<file path="config.mk">
export PLATFORM = sky130hd
export DESIGN_NAME = if_fetch_queue_flat
export DESIGN_NICKNAME = d
export VERILOG_FILES = /design/src/rtl/if_fetch_queue_if.sv /design/src/rtl/if_fetch_queue.sv /design/src/flat_wrapper.sv
export SDC_FILE = /design/constraint.sdc
export NUM_CORES = 1
export LEC_CHECK = 0
export ABC_AREA = 0
export CORE_MARGIN = 3
export CORE_UTILIZATION = 40
export DETAILED_ROUTE_END_ITERATION = 8
export DONT_BUFFER_PORTS = 1
export HOLD_SLACK_MARGIN = 0.1
export SYNTH_ARGS = -nofsm -noshare
export SYNTH_HDL_FRONTEND = slang
export SYNTH_SLANG_ARGS = --single-unit
</file>
<file path="constraint.sdc">
create_clock -name clk -period 4.4 [get_ports clk]
set_input_delay 0.44 -clock clk [delete_from_list [all_inputs] [get_ports clk]]
set_output_delay 0.44 -clock clk [all_outputs]
set_load 0.01 [all_outputs]
</file>
<file path="src/rtl/if_fetch_queue_if.sv">
// Fetch front-end signal bundle: instruction bus, redirect and decode handshake.
// master = fetch queue side, slave = bus/decoder environment side.
interface if_fetch_queue_if;
    logic        redirect_valid;
    logic [31:0] redirect_pc;
    logic        inst_req;
    logic [31:0] inst_addr;
    logic        inst_addr_ok;
    logic        inst_data_ok;
    logic [31:0] inst_rdata;
    logic        instrD_valid;
    logic [31:0] instrD;
    logic [31:0] pcD;
    logic        adelD;
    logic        decode_ready;

    modport master (
        input  redirect_valid, redirect_pc, inst_addr_ok, inst_data_ok, inst_rdata, decode_ready,
        output inst_req, inst_addr, instrD_valid, instrD, pcD, adelD
    );

    modport slave (
        output redirect_valid, redirect_pc, inst_addr_ok, inst_data_ok, inst_rdata, decode_ready,
        input  inst_req, inst_addr, instrD_valid, instrD, pcD, adelD
    );
endinterface

</file>
<file path="src/rtl/if_fetch_queue.sv">
// Instruction fetch queue: sequential PC generation, credit-limited bus reads,
// in-order response buffering and redirect flush with stale-response discard.
module if_fetch_queue #(
    parameter int unsigned DEPTH           = 4,
    parameter int unsigned MAX_OUTSTANDING = 2,
    parameter logic [31:0] RESET_PC        = 32'hBFC00000
) (
    input  logic               clk,
    input  logic               rst,
    if_fetch_queue_if.master   fq
);
    localparam int unsigned PTR_W = $clog2(DEPTH);
    localparam int unsigned CNT_W = PTR_W + 1;
    localparam int unsigned INF_W = $clog2(MAX_OUTSTANDING + 1);
    localparam int unsigned DIS_W = 8;
    localparam int unsigned SUM_W = ((CNT_W > INF_W) ? CNT_W : INF_W) + 1;

    typedef enum logic {RUN, HALT} fetchState_t;

    fetchState_t      state;
    fetchState_t      stateNext;
    logic [31:0]      fetchPc;
    logic [31:0]      respPc;
    logic [INF_W-1:0] inflight;
    logic [DIS_W-1:0] discard;
    logic [CNT_W-1:0] count;
    logic [PTR_W-1:0] wrPtr;
    logic [PTR_W-1:0] rdPtr;
    logic [31:0]      memInstr [DEPTH];
    logic [31:0]      memPc    [DEPTH];
    logic             memAdel  [DEPTH];

    logic instReq;
    logic accept;
    logic respPush;
    logic adelPush;
    logic pop;
    logic aligned;
    logic creditOk;
    logic [DIS_W-1:0] discardRedir;

    // State register
    always_ff @(posedge clk) begin
        if (rst) begin
            state <= RUN;
        end else begin
            state <= stateNext;
        end
    end

    // Next state and per-cycle control decisions
    always_comb begin
        stateNext    = state;
        instReq      = 1'b0;
        adelPush     = 1'b0;
        aligned      = (fetchPc[1:0] == 2'b00);
        creditOk     = (inflight < INF_W'(MAX_OUTSTANDING))
                     && ((SUM_W'(count) + SUM_W'(inflight)) < SUM_W'(DEPTH));
        case (state)
            RUN: begin
                instReq  = aligned && creditOk && !fq.redirect_valid && !rst;
                adelPush = !aligned && (inflight == '0) && (discard == '0)
                         && (count < CNT_W'(DEPTH)) && !fq.redirect_valid;
                if (adelPush) begin
                    stateNext = HALT;
                end
            end
            HALT: begin
                stateNext = HALT;
            end
            default: begin
                stateNext = RUN;
            end
        endcase
        if (fq.redirect_valid) begin
            stateNext = RUN;
        end
        accept       = instReq && fq.inst_addr_ok;
        respPush     = fq.inst_data_ok && (discard == '0) && !fq.redirect_valid;
        pop          = (count != '0) && fq.decode_ready && !fq.redirect_valid;
        // Every read still on the bus, old or new, becomes a word to drop
        discardRedir = discard + DIS_W'(inflight) + DIS_W'(accept) - DIS_W'(fq.inst_data_ok);
    end

    // PC, credit and FIFO datapath
    always_ff @(posedge clk) begin
        if (rst) begin
            fetchPc  <= RESET_PC;
            respPc   <= RESET_PC;
            inflight <= '0;
            discard  <= '0;
            count    <= '0;
            wrPtr    <= '0;
            rdPtr    <= '0;
            for (int i = 0; i < int'(DEPTH); i++) begin
                memInstr[i] <= '0;
                memPc[i]    <= '0;
                memAdel[i]  <= 1'b0;
            end
        end else if (fq.redirect_valid) begin
            fetchPc  <= fq.redirect_pc;
            respPc   <= fq.redirect_pc;
            inflight <= '0;
            discard  <= discardRedir;
            count    <= '0;
            wrPtr    <= '0;
            rdPtr    <= '0;
        end else begin
            if (accept) begin
                fetchPc <= fetchPc + 32'd4;
            end
            inflight <= inflight + INF_W'(accept) - INF_W'(respPush);
            if (fq.inst_data_ok && (discard != '0)) begin
                discard <= discard - DIS_W'(1);
            end
            if (respPush) begin
                memInstr[wrPtr] <= fq.inst_rdata;
                memPc[wrPtr]    <= respPc;
                memAdel[wrPtr]  <= 1'b0;
                respPc          <= respPc + 32'd4;
                wrPtr           <= wrPtr + PTR_W'(1);
            end else if (adelPush) begin
                memInstr[wrPtr] <= 32'h0;
                memPc[wrPtr]    <= fetchPc;
                memAdel[wrPtr]  <= 1'b1;
                wrPtr           <= wrPtr + PTR_W'(1);
            end
            if (pop) begin
                rdPtr <= rdPtr + PTR_W'(1);
            end
            count <= count + CNT_W'(respPush || adelPush) - CNT_W'(pop);
        end
    end

    assign fq.inst_req     = instReq;
    assign fq.inst_addr    = fetchPc;
    assign fq.instrD_valid = (count != '0);
    assign fq.instrD       = memInstr[rdPtr];
    assign fq.pcD          = memPc[rdPtr];
    assign fq.adelD        = memAdel[rdPtr];
endmodule

</file>
<file path="src/flat_wrapper.sv">
// flat-port wrapper written by rule: the top's interface ports become plain ports
module if_fetch_queue_flat 
#(
    parameter int unsigned DEPTH           = 4,
    parameter int unsigned MAX_OUTSTANDING = 2,
    parameter logic [31:0] RESET_PC        = 32'hBFC00000
)
  (clk, rst, fq_redirect_valid, fq_redirect_pc, fq_inst_addr_ok, fq_inst_data_ok, fq_inst_rdata, fq_decode_ready, fq_inst_req, fq_inst_addr, fq_instrD_valid, fq_instrD, fq_pcD, fq_adelD);
  if_fetch_queue_if fq_i ();
  input  logic clk;
  input  logic rst;
  input wire logic [$bits(fq_i.redirect_valid)-1:0] fq_redirect_valid;
  input wire logic [$bits(fq_i.redirect_pc)-1:0] fq_redirect_pc;
  input wire logic [$bits(fq_i.inst_addr_ok)-1:0] fq_inst_addr_ok;
  input wire logic [$bits(fq_i.inst_data_ok)-1:0] fq_inst_data_ok;
  input wire logic [$bits(fq_i.inst_rdata)-1:0] fq_inst_rdata;
  input wire logic [$bits(fq_i.decode_ready)-1:0] fq_decode_ready;
  output wire logic [$bits(fq_i.inst_req)-1:0] fq_inst_req;
  output wire logic [$bits(fq_i.inst_addr)-1:0] fq_inst_addr;
  output wire logic [$bits(fq_i.instrD_valid)-1:0] fq_instrD_valid;
  output wire logic [$bits(fq_i.instrD)-1:0] fq_instrD;
  output wire logic [$bits(fq_i.pcD)-1:0] fq_pcD;
  output wire logic [$bits(fq_i.adelD)-1:0] fq_adelD;
  assign fq_i.redirect_valid = fq_redirect_valid;
  assign fq_i.redirect_pc = fq_redirect_pc;
  assign fq_i.inst_addr_ok = fq_inst_addr_ok;
  assign fq_i.inst_data_ok = fq_inst_data_ok;
  assign fq_i.inst_rdata = fq_inst_rdata;
  assign fq_i.decode_ready = fq_decode_ready;
  assign fq_inst_req = fq_i.inst_req;
  assign fq_inst_addr = fq_i.inst_addr;
  assign fq_instrD_valid = fq_i.instrD_valid;
  assign fq_instrD = fq_i.instrD;
  assign fq_pcD = fq_i.pcD;
  assign fq_adelD = fq_i.adelD;
  if_fetch_queue #(.DEPTH(DEPTH), .MAX_OUTSTANDING(MAX_OUTSTANDING), .RESET_PC(RESET_PC)) u_core (.clk(clk), .rst(rst), .fq(fq_i));
endmodule
</file>
==> results of run 1 <==
[layout make-up]
type | instances | area share, %
diodes | 4 | 0.0549
well taps | 525 | 3.60
multi-input cells | 809 | 33.7
flip-flops and latches | 344 | 52.1
clock inverters | 12 | 0.542
inverters | 78 | 1.61
clock buffers | 56 | 5.81
repair buffers | 47 | 2.66
[repair_timing]
| item | 4_1_cts | 5_1_grt |
|---|---|---|
| setup buffers | 0 | 0 |
| hold buffers | 20 | 0 |
| endpoints found under the hold margin | 44 | 0 |
[stage by stage]
| step | std cells | hold slack [ps] | total power [µW] |
|---|---|---|---|
| finish | 1875 | 121 | 7770 |
| global route | 1873 | 122 | 8090 |
| CTS | 1871 | 101 | 7850 |
| detailed placement | 1783 | 446 | 4790 |
| global placement | 1783 | 442 | 4770 |
| floorplan | 1339 | 436 | 4530 |
[flip-flops by register name (all words and copies together) (netlist names), named ones only]
| signal | cells |
|---|---|
| u_core.rdPtr | 2 |
| u_core.inflight | 2 |
| u_core.fq.inst_addr | 32 |
| u_core.memAdel | 4 |
| u_core.count | 3 |
| u_core.memInstr | 128 |
| u_core.memPc | 128 |
| u_core.discard | 8 |
| u_core.wrPtr | 2 |
| u_core.state | 1 |
| u_core.respPc | 32 |
[worst max-delay path, cell delays in order, from the launching register on]
cell and delay, ps:
dfxtp_1 360, ha_1 210, or4_1 420, or4_1 540, fa_1 460, fa_1 390
nand2b_1 180, a21oi_1 180, o21ai_0 130, a211o_1 270, o211ai_1 90
[power by group]
part           total [µW]  switching (µW)  internal [µW]
registers            3830             159           3680
logic                 921             554            366
clock network        3020            1280           1740
total                7770            2000           5780
[layout by cell type, fill, tap and decap left out, types with 13 or more instances in the layout]
master,count
dlygate4sd3_1,18
mux4_2,65
ha_1,24
dfxtp_1,82
buf_4,22
nor4_1,21
clkbuf_1,15
edfxtp_1,260
nand3_1,26
nor3_1,26
a21oi_1,35
nand2_1,83
xnor2_1,39
a21boi_0,21
o21ai_0,13
a211oi_1,22
nor2_1,201
o21a_1,15
o221a_2,56
and3_1,13
clkbuf_16,39
nand4_1,17
inv_1,75
[kinds of logic after synthesis]
group / after synthesis / share of synthesized area, %
flops: 344 / 58.3
fa+ha+maj: 27 / 2.21
simple gates: 446 / 12.6
mux: 73 / 9.49
xor+xnor: 44 / 2.37
buf+inv: 186 / 4.30
compound gates: 219 / 10.8
[how the worst max path moves through the flow]
stage                             from                  to  slack [ps]  cells past startpoint
CTS                    u_core.count[1]   u_core.discard[6]        1100                     10
floorplan           u_core.inflight[1]   u_core.memAdel[0]         630                      7
global route         u_core.discard[4]  u_core.inflight[1]         860                     13
global placement       u_core.count[1]   u_core.discard[6]        1170                     10
detailed placement     u_core.count[1]   u_core.discard[6]        1150                     10
finish                 u_core.count[1]   u_core.discard[6]        1100                     10
[layer usage]
| layer | wire, µm | GRT usage [%] | part of all wire (%) |
|---|---|---|---|
| met1 | 19700 | 28.8 | 44 |
| met2 | 20800 | 31.6 | 46 |
| met3 | 3740 | 5.53 | 8.3 |
| met4 | 1080 | 6.44 | 2.4 |
| met5 | 7 | 0 | 0.015 |
[cell usage after synthesis, drive strengths merged (13+ instances only)]
| cell type | instances | area share (%) |
|---|---|---|
| o221a | 56 | 3.9 |
| inv | 75 | 1.7 |
| nand3 | 26 | 0.80 |
| nor4 | 21 | 0.81 |
| clkbuf | 91 | 2.1 |
| xnor2 | 39 | 2.1 |
| o21ai | 13 | 0.40 |
| o21a | 15 | 0.69 |
| dfxtp | 84 | 10 |
| a21oi | 35 | 1.1 |
| nor3 | 26 | 0.80 |
| buf | 17 | 0.41 |
| edfxtp | 260 | 48 |
| nand4 | 17 | 0.65 |
| a211oi | 22 | 1.0 |
| ha | 24 | 1.8 |
| mux4 | 65 | 9.0 |
| a21boi | 21 | 0.97 |
| and3 | 13 | 0.50 |
| nand2 | 87 | 2.0 |
| nor2 | 202 | 4.7 |
==> flow_summary.yaml, run 1 <==
floorplanning:
  std_cell_rows: 73
  dieArea_um2: 43200
  chipWidth_um: 208
  core_um2: 40000
  ioPinCount: 169
  start_util_pct: 40.7
  chipHeight_um: 208
pwr:
  ir_drop_mv: 0.301
  p_leak_uw: 0.00645
  power_density_nw_per_um2: 426
routing:
  dr_total_vias: 11000
  wl_mm: 45.3
  first_iter_violations: 912
  routed_via_density: 5.86
  ant_nets: 0
  dr.pass1.iters: 5
  drcViolationCount: 0
  avgRoutedWirePerCell_um: 24.2
hold_path:
  hold_path.class: "in -> reg"
  whs_endpoint: "u_core.respPc[11]"
  min-delay-start: "fq_redirect_pc[11]"
  holdPathStages: 2
worst_setup_path:
  required_ps: 4870
  worstPathMaxFanout: 4
  r2r_start: "u_core.count[1]"
  r2r_cells: 10
  rr_endpoint: "u_core.discard[6]"
  cp.arrival_ps: 3760
  worstSetupStartpointType: "flop"
  worstSetupEndpointType: "flop"
  worst-r2r-setup-slack_ps: 1100
  setup.worst_path.class: "reg -> reg"
timing:
  fin_skew_ps: 12.3
  setup_viol: 0
  tns_ps: 0
  maxSlewHeadroom_pct: 39.2
  period_share_pct: 75.0
  min_period_ps: 3300
  slew_violations: 0
  fin_ws_ps: 1100
  final_hold_viol_count: 0
  grt_setup_unrepaired: "false"
  fmax_mhz: 303
  tightest_slew_ps: 912
placement:
  place_ws_ps: 1150
  placed_area_um2: 16900
  io_buffers: 0
  hpwl_mm: 29.4
  gp_congestion: 0.837
global_routing:
  grt_max_degree: 64
  grt.total_usage_pct: 20.6
  antenna_found_initial: 4
  grt-ovfl-total: 0
  grt_pass1_vias: 10700
  grt_pass1_wl_mm: 68.3
logic_synthesis:
  yosysWarnings: 0
  ys_seq_area_share_pct: 58.3
  netlist_area_um2: 16300
  synth_flop_cell: "edfxtp_1"
  synth_enable_flop_cells: 260
  synth-async-reset-ratio_pct: 0
  synth_cells: 1339
  ys_seq_elements: 344
  synth.distinct_cells: 55
  synth_nets: 1436
  synth_area_per_cell_um2: 12.2
clock_tree:
  cts_resized: 0
  cts_max_path_buffers: 3
  cts_tree: "built"
  cts_buffers: 38
  cts_root_buf: "clkbuf_16"
  clock_sinks: 344
  clk-insertion-delay-late_ps: 550
  path_clk_slew_ps: 60
  h-tree-depth: 2
outcome:
  run_status: "complete, no violations"
layout:
  fin_nets: 1415
  multiInputGateArea_um2: 6140
  n_fill_cell: 3636
  seq_area_um2: 9500
  fin_area_um2: 18200
  area_delta_synth_final_pct: 12.0
  final_util_pct: 45.6
  drive_gt1_share_pct: 16.0
flow_run:
  cap_viol_max_count: 0
Note: power is estimated with default switching activity, not from simulation.
==> run 2: changes to the inputs <==
==> constraint.sdc (replaced) <==
create_clock -name clk -period 3.4 [get_ports clk]
set_input_delay 0.34 -clock clk [delete_from_list [all_inputs] [get_ports clk]]
set_output_delay 0.34 -clock clk [all_outputs]
set_load 0.01 [all_outputs]
==> run 2 against run 1 <==
  * Flip-flop and latch count unchanged
  * Register-to-register slack got worse by 870 ps
  * Highest routed layer unchanged
  * Sequential power increased by 29%
  * Routed wire length decreased by 0.34%
  * Largest power group unchanged
  * Non-clock buffer count increased by 64
  * Utilization increased by 1.6 points
  * Worst setup slack got worse by 870 ps
  * Combinational power increased by 40%
==> flow_summary.yaml, run 2 (synthesis results as in run 1) <==
timing:
  fmax_mhz: 315
  setup_viol: 0
  tns_ps: 0
  slew_violations: 0
  fin_skew_ps: 10.4
  tightest_slew_ps: 775
  maxSlewHeadroom_pct: 48.3
  grt_setup_unrepaired: "false"
  final_hold_viol_count: 0
  period_share_pct: 93.2
  min_period_ps: 3170
worst_setup_path:
  cp.arrival_ps: 3650
  required_ps: 3880
  worstSetupEndpointType: "flop"
  critPathMostFrequentCell: "or4_1"
  crit_chain: "ha_1 -> or4_1 -> or4_1 -> fa_2 -> fa_1 -> nand2b_1 -> a21oi_2 -> o21ai_0 -> a211o_1 -> o211ai_1"
  worstPathMaxFanout: 2
  worstSetupStartpointType: "flop"
  max_stage_delay_ps: 550
  crit_slowest_cell: "or4_1"
  setup.worst_path.class: "reg -> reg"
pwr:
  ir_drop_mv: 0.343
  p_leak_uw: 0.00673
  power_density_nw_per_um2: 537
layout:
  fin_nets: 1480
  reg_top3: "u_core.memInstr: 128 flops, u_core.memPc: 128 flops"
  layout_common_cells: "edfxtp_1, nor2_1, nand2_1"
  fin_area_um2: 18900
  layout_commonest_cell: "edfxtp_1"
  drive_gt1_share_pct: 16.5
  area_delta_synth_final_pct: 15.9
routing:
  dr_total_vias: 11000
  wl_mm: 45.2
  first_iter_violations: 918
  avgRoutedWirePerCell_um: 23.3
  routed_via_density: 5.68
  dr.pass1.iters: 5
  ant_nets: 0
  drcViolationCount: 0
floorplanning:
  start_util_pct: 40.7
  ioPinCount: 169
  core_um2: 40000
  dieArea_um2: 43200
  chipHeight_um: 208
  chipWidth_um: 208
  std_cell_rows: 73
clock_tree:
  h-tree-depth: 2
  cts_buffers: 39
  cts_resized: 0
  path_clk_slew_ps: 60
  holdBufCountCts: 68
  cts_max_path_buffers: 3
  clock_sinks: 344
  cts_tree: "built"
  cts_root_buf: "clkbuf_16"
  cts_setup_buffers: 0
  clk-insertion-delay-late_ps: 550
placement:
  gp_congestion: 0.846
  hpwl_mm: 29.5
  io_buffers: 0
  placed_area_um2: 17000
global_routing:
  grt-ovfl-total: 0
  grt_pass1_wl_mm: 68.6
  grt_max_degree: 61
  grt_pass1_vias: 11100
  grt.total_usage_pct: 20.6
  antenna_found_initial: 1
hold_path:
  hold_path.class: "in -> reg"
flow_run:
  cap_viol_max_count: 0
outcome:
  run_status: "complete, no violations"
-- run 2: cell types whose count changed in the layout (fill, tap and decap cells not counted), moves of 2 or more --
cell / delta
dlygate4sd3_1: +48
clkinv_1: +2
buf_12: +3
buf_4: +13
clkbuf_8: -2
diode_2: -3
inv_6: +2
clkinvlp_4: +3
-- run 2: layer usage --
layer  wire length [µm]  track usage [%]  up-vias
met1              19500             28.4     5489
met3               3950             5.91       55
li1                   -                -     5085
met2              20600             32.1      397
met4               1080             5.77        2
met5                  7                0        -
-- run 2: metrics by stage --
stage	utilization (%)	setup WS (ps)	hold slack [ps]	cells	total power, µW
after global placement	42.5	266	416	1799	6190
after floorplan	-	10.7	436	1339	5860
after CTS	47.2	241	108	1939	10200
after detailed placement	42.5	264	419	1799	6210
after global routing	47.2	95.7	133	1939	10500
final	47.2	230	140	1940	10100
-- run 2: cell type report --
cell class                      count  area [µm²]
Timing Repair Buffer              111        1120
Fill cell                        3564       21100
Tap cell                          525         657
Sequential cell                   344        9500
Inverter                           78         293
Clock inverter                     17         121
Clock buffer                       55        1040
Multi-Input combinational cell    809        6140
Antenna cell                        1        2.50
-- run 2: power by group --
group          total, µW  internal (µW)  switching [µW]
combinational       1290            527             765
sequential          4940           4760             184
clock               3890           2210            1680
total              10100           7500            2630
-- run 2: critical path, delay by kind of cell, from the launching register on --
| family | cells | cell delay, ps |
|---|---|---|
| flip-flops | 1 | 310 |
| adder cells (fa/ha/maj) | 3 | 1000 |
| AND/OR/NAND/NOR | 3 | 1170 |
| AO/OA/AOI/OAI | 4 | 640 |
-- run 2: worst paths after layout --
path / slack (ps) / cells after the start / from / to
setup / recovery: 230 / 10 / u_core.count[1] / u_core.discard[6]
hold / removal: 140 / 2 / fq_redirect_pc[10] / u_core.respPc[10]
setup reg to reg: 230 / 10 / u_core.count[1] / u_core.discard[6]
hold reg to reg: 530 / 2 / u_core.rdPtr[1] / u_core.rdPtr[1]
==> run 3: changes to the inputs <==
==> constraint.sdc (replaced) <==
create_clock -name clk -period 3.4 [get_ports clk]
set_input_delay 0.51 -clock clk [delete_from_list [all_inputs] [get_ports clk]]
set_output_delay 0.51 -clock clk [all_outputs]
set_load 0.01 [all_outputs]
==> run 3 against run 2 <==
  * Sequential power about the same
  * Cell area shrank 2.7%
  * Worst setup slack got worse by 75 ps
  * Routed wire length increased by 0.37%
  * Final cell count is 3.4% lower
  * Clock skew rose by 9.7 ps
  * Flip-flop and latch count unchanged
  * Register-to-register slack worse by 80 ps
  * Total power increased by 1.5%
  * First-iteration DRC count grew 1.5%
  * Critical path type unchanged
  * Clock-buffer cell count did not move
  * Critical path depth is the same
==> flow_summary.yaml, run 3 (synthesis results as in run 1) <==
layout:
  fin_nets: 1417
  reg_top3: "u_core.memInstr: 128 flops, u_core.memPc: 128 flops"
  final_cells: 1874
  area_delta_synth_final_pct: 12.8
  fin_area_um2: 18400
  layout_common_cells: "edfxtp_1, nor2_1, nand2_1"
  antenna_cells: 0
  layout_commonest_cell: "edfxtp_1"
  drive_gt1_share_pct: 17.4
floorplanning:
  core_um2: 40000
  dieArea_um2: 43200
  chipWidth_um: 208
  std_cell_rows: 73
  chipHeight_um: 208
  start_util_pct: 40.7
  ioPinCount: 169
routing:
  ant_nets: 0
  dr_total_vias: 10900
  routed_via_density: 5.80
  drcViolationCount: 0
  top_layer: "met5"
  met2_length_mm: 21.0
  avgRoutedWirePerCell_um: 24.2
  first_iter_violations: 932
  wl_mm: 45.3
  dr.pass1.iters: 5
  wl_met3_mm: 3.85
  wl_met1_mm: 19.2
pwr:
  p_leak_uw: 0.00654
  ir_drop_mv: 0.282
  power_density_nw_per_um2: 559
timing:
  slew_violations: 0
  fin_skew_ps: 20.1
  setup_viol: 0
  maxSlewHeadroom_pct: 48.0
  final_hold_viol_count: 0
  tightest_slew_ps: 779
  tns_ps: 0
  grt_setup_unrepaired: "false"
  period_share_pct: 95.4
  min_period_ps: 3240
  fmax_mhz: 308
global_routing:
  antenna_found_initial: 2
  grt_pass1_vias: 11000
  grt_pass1_wl_mm: 68.5
  grt.total_usage_pct: 20.8
  grt_max_degree: 64
  grt-ovfl-total: 0
worst_setup_path:
  max_stage_delay_ps: 550
  cp.arrival_ps: 3720
  worstSetupEndpointType: "flop"
  crit_chain: "ha_1 -> or4_1 -> or4_1 -> fa_2 -> fa_1 -> nand2b_1 -> a21oi_2 -> o21ai_0 -> a211o_1 -> o211ai_1"
  critPathBufInv: 0
  setup.worst_path.class: "reg -> reg"
  crit_slowest_cell: "or4_1"
  critPathMostFrequentCell: "or4_1"
  cpLargestDelayFamily: "simple AND/OR/NAND/NOR gates"
  worstPathMaxFanout: 4
  worstSetupStartpointType: "flop"
  required_ps: 3880
clock_tree:
  h-tree-depth: 2
  clk-insertion-delay-late_ps: 550
  clock_sinks: 344
  cts_root_buf: "clkbuf_16"
  cts_buffers: 38
  cts_max_path_buffers: 3
  path_clk_slew_ps: 60
  cts_resized: 0
  cts_tree: "built"
placement:
  io_buffers: 0
  hpwl_mm: 29.5
  dp_cells: 1796
  gp_congestion: 0.855
  placed_area_um2: 17000
flow_run:
  cap_viol_max_count: 0
outcome:
  run_status: "complete, no violations"
hold_path:
  hold_path.class: "in -> reg"
-- run 3: cell count changes in the layout (fill, tap and decap cells not counted), sizes merged --
cell / delta
inv: -3
buf: -4
diode: -1
bufinv: +1
clkinv: +2
dlygate4sd3: -58
clkinvlp: -3
-- run 3: path summary, 6_finish.rpt --
kind                startpoint                end  slack [ps]  depth (start not counted)
max reg2reg    u_core.count[1]  u_core.discard[6]         160                         10
max            u_core.count[1]  u_core.discard[6]         160                         10
min          fq_redirect_pc[7]   u_core.respPc[7]         130                          2
min reg2reg   u_core.respPc[0]   u_core.respPc[0]         460                          2
-- run 3: worst reg2reg max path, stage by stage, from the launching register on --
cell,delay [ps]
dfxtp_1,350
ha_1,200
or4_1,430
or4_1,550
fa_2,410
fa_1,390
nand2b_1,190
a21oi_2,160
o21ai_0,130
a211o_1,280
o211ai_1,90
-- run 3: timing repair --
action	4_1_cts	5_1_grt
hold buffers	9	0
setup buffers	0	0
endpoints found under the hold margin	32	0
-- run 3: report_power, final --
part / internal, µW / total (µW) / switching, µW
clock: 2440 / 4120 / 1670
combinational: 482 / 1220 / 734
sequential: 4750 / 4940 / 188
-- run 3: per-layer routing --
layer / up-vias / track usage, %
met2: 375 / 32.9
li1: 4955 / -
met1: 5455 / 27.9
met3: 76 / 6.05
met5: - / 0
met4: 4 / 6.14
-- run 3: area by class of cell --
cell class | count | area (µm²)
sequential | 344 | 9500
fill | 3633 | 21600
multi-input combinational | 809 | 6140
timing repair buffer | 49 | 538
tap | 525 | 657
clock inverter | 14 | 120
clock buffer | 55 | 1120
inverter | 78 | 293
-- run 3: through the flow --
stage | total power, µW | util, % | worst slack, ps | hold slack [ps]
final | 10300 | 45.9 | 155 | 131
after global routing | 10700 | 45.9 | 18.2 | 115
after CTS | 10400 | 45.9 | 174 | 102
after detailed placement | 6220 | 42.6 | 203 | 451
after global placement | 6190 | 42.6 | 195 | 439
after floorplan | 5860 | - | 10.7 | 436
